==> src/rtl/ultrasonic_sensor_pkg.sv <==
// ultrasonic_sensor_pkg: shared state encoding, result status codes and default timing for the sensor scheduler
package ultrasonic_sensor_pkg;

    typedef enum logic [2:0] {
        IDLE,
        SELECT,
        TRIG,
        WAIT_RISE,
        MEASURE,
        REPORT,
        GAP
    } state_e;

    localparam logic [1:0] ST_OK       = 2'b00;
    localparam logic [1:0] ST_NO_RISE  = 2'b01;
    localparam logic [1:0] ST_TOO_LONG = 2'b10;

    localparam int NUM_SENSORS_DEF  = 4;
    localparam int US_DIV_DEF       = 50;
    localparam int TRIG_US_DEF      = 10;
    localparam int RISE_TIMEOUT_DEF = 2000;
    localparam int ECHO_MAX_DEF     = 38000;
    localparam int SLOT_US_DEF      = 60000;
    localparam int WIDTH_W_DEF      = 16;

endpackage

==> src/rtl/ultrasonic_sensor_us_tick.sv <==
// ultrasonic_sensor_us_tick: microsecond prescaler with synchronous restart, tick and one-cycle-early pre-tick
module ultrasonic_sensor_us_tick #(
    parameter int DIV_P = 50
) (
    input  logic clk_i,
    input  logic rst_i,
    input  logic restart_i,
    output logic tick_o,
    output logic pre_tick_o
);

    localparam int CW = DIV_P > 1 ? $clog2(DIV_P) : 1;

    logic [CW-1:0] cnt_q;

    assign tick_o     = cnt_q == CW'(DIV_P - 1);
    assign pre_tick_o = (DIV_P == 1) || (cnt_q == CW'(DIV_P - 2));

    // Count 0..DIV_P-1, wrapping on the tick; restart realigns the count to the slot start
    always_ff @(posedge clk_i or posedge rst_i) begin
        if (rst_i)
            cnt_q <= '0;
        else
            cnt_q <= (restart_i || tick_o) ? '0 : cnt_q + 1'b1;
    end

endmodule

==> src/rtl/ultrasonic_sensor_scheduler.sv <==
// ultrasonic_sensor_scheduler: round-robin trigger/echo timing of several HC-SR04 sensors on one measurement channel
module ultrasonic_sensor_scheduler
    import ultrasonic_sensor_pkg::*;
#(
    parameter int NUM_SENSORS_P     = NUM_SENSORS_DEF,
    parameter int ID_W_P            = 2,
    parameter int US_DIV_P          = US_DIV_DEF,
    parameter int TRIG_US_P         = TRIG_US_DEF,
    parameter int RISE_TIMEOUT_US_P = RISE_TIMEOUT_DEF,
    parameter int ECHO_MAX_US_P     = ECHO_MAX_DEF,
    parameter int SLOT_US_P         = SLOT_US_DEF,
    parameter int WIDTH_W_P         = WIDTH_W_DEF
) (
    input  logic                     Clk_i,
    input  logic                     Reset_i,
    input  logic                     Switch_i,
    input  logic [NUM_SENSORS_P-1:0] Enable_mask_i,
    input  logic [NUM_SENSORS_P-1:0] Echo_i,
    output logic [NUM_SENSORS_P-1:0] Trig_o,
    output logic                     Result_valid_o,
    output logic [ID_W_P-1:0]        Result_id_o,
    output logic [WIDTH_W_P-1:0]     Result_width_o,
    output logic [1:0]               Result_status_o,
    output logic                     Busy_o
);

    localparam int CNT_W  = $clog2((RISE_TIMEOUT_US_P > TRIG_US_P ? RISE_TIMEOUT_US_P : TRIG_US_P) + 1);
    localparam int SLOT_W = $clog2(SLOT_US_P + 1);

    state_e               state_q, state_d;
    logic [ID_W_P-1:0]    idx_q, idx_d, idx_nxt, cand;
    logic [CNT_W-1:0]     cnt_q, cnt_d;
    logic [WIDTH_W_P-1:0] width_q, width_d;
    logic [SLOT_W-1:0]    slot_q;
    logic [2:0]           sync_q;
    logic [ID_W_P-1:0]    res_id_q, res_id_d;
    logic [WIDTH_W_P-1:0] res_width_q, res_width_d;
    logic [1:0]           res_status_q, res_status_d;
    logic                 tick, pre_tick, restart, rise, fall, slot_done;

    // SELECT always leads into TRIG, so restarting there aligns every us count to the trigger start
    assign restart = state_q == SELECT;
    assign rise    = sync_q[1] & ~sync_q[2];
    assign fall    = ~sync_q[1] & sync_q[2];
    // GAP hands over one cycle before the final tick so the SELECT cycle closes the slot and
    // trigger starts land exactly SLOT_US_P us apart
    assign slot_done = (slot_q == SLOT_W'(SLOT_US_P)) ||
                       ((slot_q == SLOT_W'(SLOT_US_P - 1)) && pre_tick);

    ultrasonic_sensor_us_tick #(.DIV_P(US_DIV_P)) u_us_tick (
        .clk_i      (Clk_i),
        .rst_i      (Reset_i),
        .restart_i  (restart),
        .tick_o     (tick),
        .pre_tick_o (pre_tick)
    );

    // Two-flop synchroniser on the selected echo plus a history flop for edge detection
    always_ff @(posedge Clk_i or posedge Reset_i) begin
        if (Reset_i)
            sync_q <= '0;
        else
            sync_q <= {sync_q[1:0], Echo_i[idx_q]};
    end

    // Slot length in us since trigger start, saturating
    always_ff @(posedge Clk_i or posedge Reset_i) begin
        if (Reset_i)
            slot_q <= '0;
        else if (restart)
            slot_q <= '0;
        else if (tick && slot_q != SLOT_W'(SLOT_US_P))
            slot_q <= slot_q + 1'b1;
    end

    // Next enabled sensor after the current one; the nearest candidate is applied last so it wins
    always_comb begin
        idx_nxt = idx_q;
        cand    = idx_q;
        for (int k = NUM_SENSORS_P; k >= 1; k--) begin
            cand = ID_W_P'((int'(idx_q) + k) % NUM_SENSORS_P);
            if (Enable_mask_i[cand])
                idx_nxt = cand;
        end
    end

    // State register
    always_ff @(posedge Clk_i or posedge Reset_i) begin
        if (Reset_i)
            state_q <= IDLE;
        else
            state_q <= state_d;
    end

    // Datapath registers: sensor index, us counters and the held result
    always_ff @(posedge Clk_i or posedge Reset_i) begin
        if (Reset_i) begin
            idx_q        <= ID_W_P'(NUM_SENSORS_P - 1);
            cnt_q        <= '0;
            width_q      <= '0;
            res_id_q     <= '0;
            res_width_q  <= '0;
            res_status_q <= '0;
        end else begin
            idx_q        <= idx_d;
            cnt_q        <= cnt_d;
            width_q      <= width_d;
            res_id_q     <= res_id_d;
            res_width_q  <= res_width_d;
            res_status_q <= res_status_d;
        end
    end

    // Next-state and datapath update; echo edges are tested before timeout ticks so edges win
    always_comb begin
        state_d      = state_q;
        idx_d        = idx_q;
        cnt_d        = cnt_q;
        width_d      = width_q;
        res_id_d     = res_id_q;
        res_width_d  = res_width_q;
        res_status_d = res_status_q;
        case (state_q)
            IDLE:
                if (Switch_i && |Enable_mask_i)
                    state_d = SELECT;
            SELECT: begin
                idx_d   = idx_nxt;
                cnt_d   = '0;
                state_d = TRIG;
            end
            TRIG:
                if (tick) begin
                    cnt_d = cnt_q + 1'b1;
                    if (cnt_q == CNT_W'(TRIG_US_P - 1)) begin
                        cnt_d   = '0;
                        state_d = WAIT_RISE;
                    end
                end
            WAIT_RISE:
                if (rise) begin
                    width_d = '0;
                    state_d = MEASURE;
                end else if (tick) begin
                    cnt_d = cnt_q + 1'b1;
                    if (cnt_q == CNT_W'(RISE_TIMEOUT_US_P - 1)) begin
                        res_id_d     = idx_q;
                        res_width_d  = '0;
                        res_status_d = ST_NO_RISE;
                        state_d      = REPORT;
                    end
                end
            MEASURE:
                if (fall) begin
                    res_id_d     = idx_q;
                    res_width_d  = width_q;
                    res_status_d = ST_OK;
                    state_d      = REPORT;
                end else if (tick) begin
                    width_d = width_q + 1'b1;
                    if (width_q == WIDTH_W_P'(ECHO_MAX_US_P - 1)) begin
                        res_id_d     = idx_q;
                        res_width_d  = WIDTH_W_P'(ECHO_MAX_US_P);
                        res_status_d = ST_TOO_LONG;
                        state_d      = REPORT;
                    end
                end
            REPORT:
                state_d = GAP;
            GAP:
                if (slot_done)
                    state_d = (Switch_i && |Enable_mask_i) ? SELECT : IDLE;
            default:
                state_d = IDLE;
        endcase
    end

    // Outputs decoded from the registered state so reset clears the trigger immediately
    always_comb begin
        Trig_o          = (state_q == TRIG) ? {{(NUM_SENSORS_P-1){1'b0}}, 1'b1} << idx_q : '0;
        Result_valid_o  = state_q == REPORT;
        Busy_o          = state_q != IDLE;
        Result_id_o     = res_id_q;
        Result_width_o  = res_width_q;
        Result_status_o = res_status_q;
    end

endmodule

==> config.mk <==
export PLATFORM = sky130hd
export DESIGN_NAME = ultrasonic_sensor_scheduler
export DESIGN_NICKNAME = d
export VERILOG_FILES = /design/src/rtl/ultrasonic_sensor_pkg.sv /design/src/rtl/ultrasonic_sensor_us_tick.sv /design/src/rtl/ultrasonic_sensor_scheduler.sv
export SDC_FILE = /design/constraint.sdc
export NUM_CORES = 1
export LEC_CHECK = 0
export ABC_AREA = 1
export BUFFER_PORTS_ARGS = -buffer_cell sky130_fd_sc_hd__buf_2
export CAP_MARGIN = 20
export CORE_MARGIN = 10
export CORE_UTILIZATION = 51
export DETAILED_ROUTE_END_ITERATION = 12
export PLACE_DENSITY = 0.71
export SYNTH_ARGS = -nofsm -noshare
export SYNTH_HDL_FRONTEND = slang
export SYNTH_HIERARCHICAL = 1
export SYNTH_SLANG_ARGS = --single-unit
==> constraint.sdc <==
create_clock -name Clk_i -period 6.81 [get_ports Clk_i]
set_clock_uncertainty 0.1 [all_clocks]
set_input_delay 1.362 -clock Clk_i [delete_from_list [all_inputs] [get_ports Clk_i]]
set_output_delay 1.362 -clock Clk_i [all_outputs]
set_load 0.02 [all_outputs]
==> flow_metrics.tcl <==
set metrics [dict create \
    synth_cell_types 40 \
    start_util 0.5315 \
    clock_path_buffers 2 \
    nets 696 \
    first_pass_iters 5 \
    synthAdderAreaFrac 0.03192 \
    max_freq_mhz 323.9 \
    num_vias 4213 \
    crit_type "flop to primary output" \
    slew_headroom 0.3884 \
    die_y_um 116.0 \
    tns_ps 0 \
    min_path_type "flop to flop" \
    drt_iter0_markers 226 \
    grt_max_degree 72 \
    critPathLaunch "idx_q[0]" \
    grt-busiest-layer "met2" \
    cts_setup_buffers 0 \
    drcViolationCount 0 \
    grt_pass1_wl_mm 18.31 \
    synth_xor_area_frac 0.02793 \
    grtUsageMet3 0.03307 \
    die_w_um 116.0 \
    hold_start "sync_q[0]" \
    min_to "sync_q[1]" \
    synthCells 636 \
    dp_cells 769 \
    worst_setup_path_end_kind "primary output" \
    register_area_um2 1929 \
    worst_slew_pin_slew_ps 917.4 \
    n_antenna_cell 0 \
    hold_violations 0 \
    htreeDepth 3 \
    synthFlopType "dfrtp_1" \
    post-route-period-util 0.4533 \
    cts.sinks 77 \
    synth_top_family_by_area "simple AND/OR/NAND/NOR gates" \
    grt-ovfl-total 0 \
    stdcell_count 786 \
    layout_common_cells "nand2_1, nor2_1, inv_1" \
    ys_ff_latch 77 \
    period_needed_ps 3087 \
    syn_avg_cell_area_um2 7.395 \
    antenna_left 0 \
    worstPathRequired_ps 5350 \
    outcome "finished clean" \
    final_area_um2 5172 \
    track_usage 0.1638 \
    via_per_inst 5.360 \
    ir_worst_vdd_mv 0.09606 \
    r2r-start "u_us_tick/cnt_q[1]" \
    holdPathStages 0 \
    rsz0062_at_grt "no" \
    power_density_nw_per_um2 176.8 \
    synthArstFlopShare 1.000 \
    drive_gt1_frac 0.1431 \
    multi_input_area_um2 2347 \
    met1_usage 0.2099 \
    place_ws_ps 4021 \
    leakage_nw 2.383 \
    grt_antenna_before_repair 0 \
    final_common_cell "nand2_1" \
    n_fill_cell 832 \
    syn_to_final_growth_pct 9.976 \
    tritoncts "built" \
    r2r-end "slot_q[14]" \
    clk_pin_slew_worst_paths_ps 90 \
    finalWorstSetupSlack_ps 3723 \
    synthSimpleGateAreaFrac 0.3323 \
    r2r_slack_ps 4480 \
    synth_compound_area_frac 0.1069 \
    cts_buffers 9 \
    grt_use_met2 0.2727 \
    cts-resized-gates 0 \
    crit_arrival_ps 1620 \
    rows 34 \
    io_buffers 36 \
    total_power_mw 0.9147 \
    synth-edff-count 0 \
    muxShareOfSynthArea 0 \
    grt_pass1_vias 4052 \
    hpwl_mm 7.822 \
    syn_nets 659 \
    cts_hold_buf 0 \
    dieArea_um2 13460 \
    wl_per_cell_um 13.62 \
    cp-start-kind "flop" \
    core_area_um2 8848 \
    cts-root-buf "clkbuf_8" \
    path_max_fanout 12 \
    synth_warnings 6 \
    place_area_um2 4933 \
    clkLatencyLatePin_ps 350 \
    wl_mm 10.70 \
    netlist_area_um2 4703 \
    slew_viol_final 0 \
    pin_count 37 \
    reg2reg_depth 9 \
    seq_area_frac_synth 0.4102 \
    maxCapViolCount 0 \
    gp_congestion 0.9062 \
    setup_viol 0 \
]
cells in the mapped netlist (all sizes together) (8+ instances only):
cell   number  share of area
nor3       20          0.021
o21ai      70          0.077
xor2       13          0.024
inv        87          0.069
a21oi       8         0.0093
dfrtp      75           0.40
nand2     152           0.12
nor2       92          0.083
nand4      25          0.036
ha         12          0.032
buf        12          0.020
nand3      51          0.063
critical path, stage by stage (launching register included):
cell and delay [ps]:
dfstp_2 640, inv_1 160, ha_1 230, inv_1 50, nor2_1 40, buf_2 160
layout make-up:
type,count,share of cell area
multi-input combinational,459,0.4538
inverter,87,0.06313
clock buffer,10,0.02661
timing repair buffer,39,0.04064
sequential,77,0.3730
tap,108,0.02612
clock inverter,6,0.01669
state kept, by name, indices dropped and copies added (netlist names):
name,flops
Result_width_o,16
slot_q,16
width_q,16
cnt_q,11
u_us_tick/cnt_q,6
state_q,3
sync_q,3
Result_id_o,2
Result_status_o,2
idx_q,2
worst max-delay path by stage:
stage | endpoint
detailed placement | Result_id_o[1]
global route | Trig_o[0]
floorplan | Result_id_o[0]
global placement | Result_width_o[6]
CTS | Trig_o[2]
finish | Trig_o[2]
where the power goes:
part | switching [mW] | internal, mW
Clock | 0.173 | 0.216
Sequential | 0.00518 | 0.464
Combinational | 0.0408 | 0.0159
Total | 0.219 | 0.695
through the flow:
stage	hold WS [ps]	util
global route	266.4	0.5846
global placement	233.8	0.5576
floorplan	231.2	-
finish	257.6	0.5846
CTS	264.5	0.5829
detailed placement	252.9	0.5576
cells by family after synthesis:
group                    count (synthesis)
AND/OR/NAND/NOR                        343
buffers and inverters                  100
AO/OA/AOI/OAI                           89
flip-flops                              77
XOR/XNOR                                15
adder cells (fa/ha/maj)                 12
layer usage:
metal | vias up | wire length [um]
met5 | - | 0
met4 | 0 | 112
met3 | 11 | 613
met2 | 107 | 5134
met1 | 1954 | 4844
li1 | 2141 | -
Power figures use the tool's default switching activity.
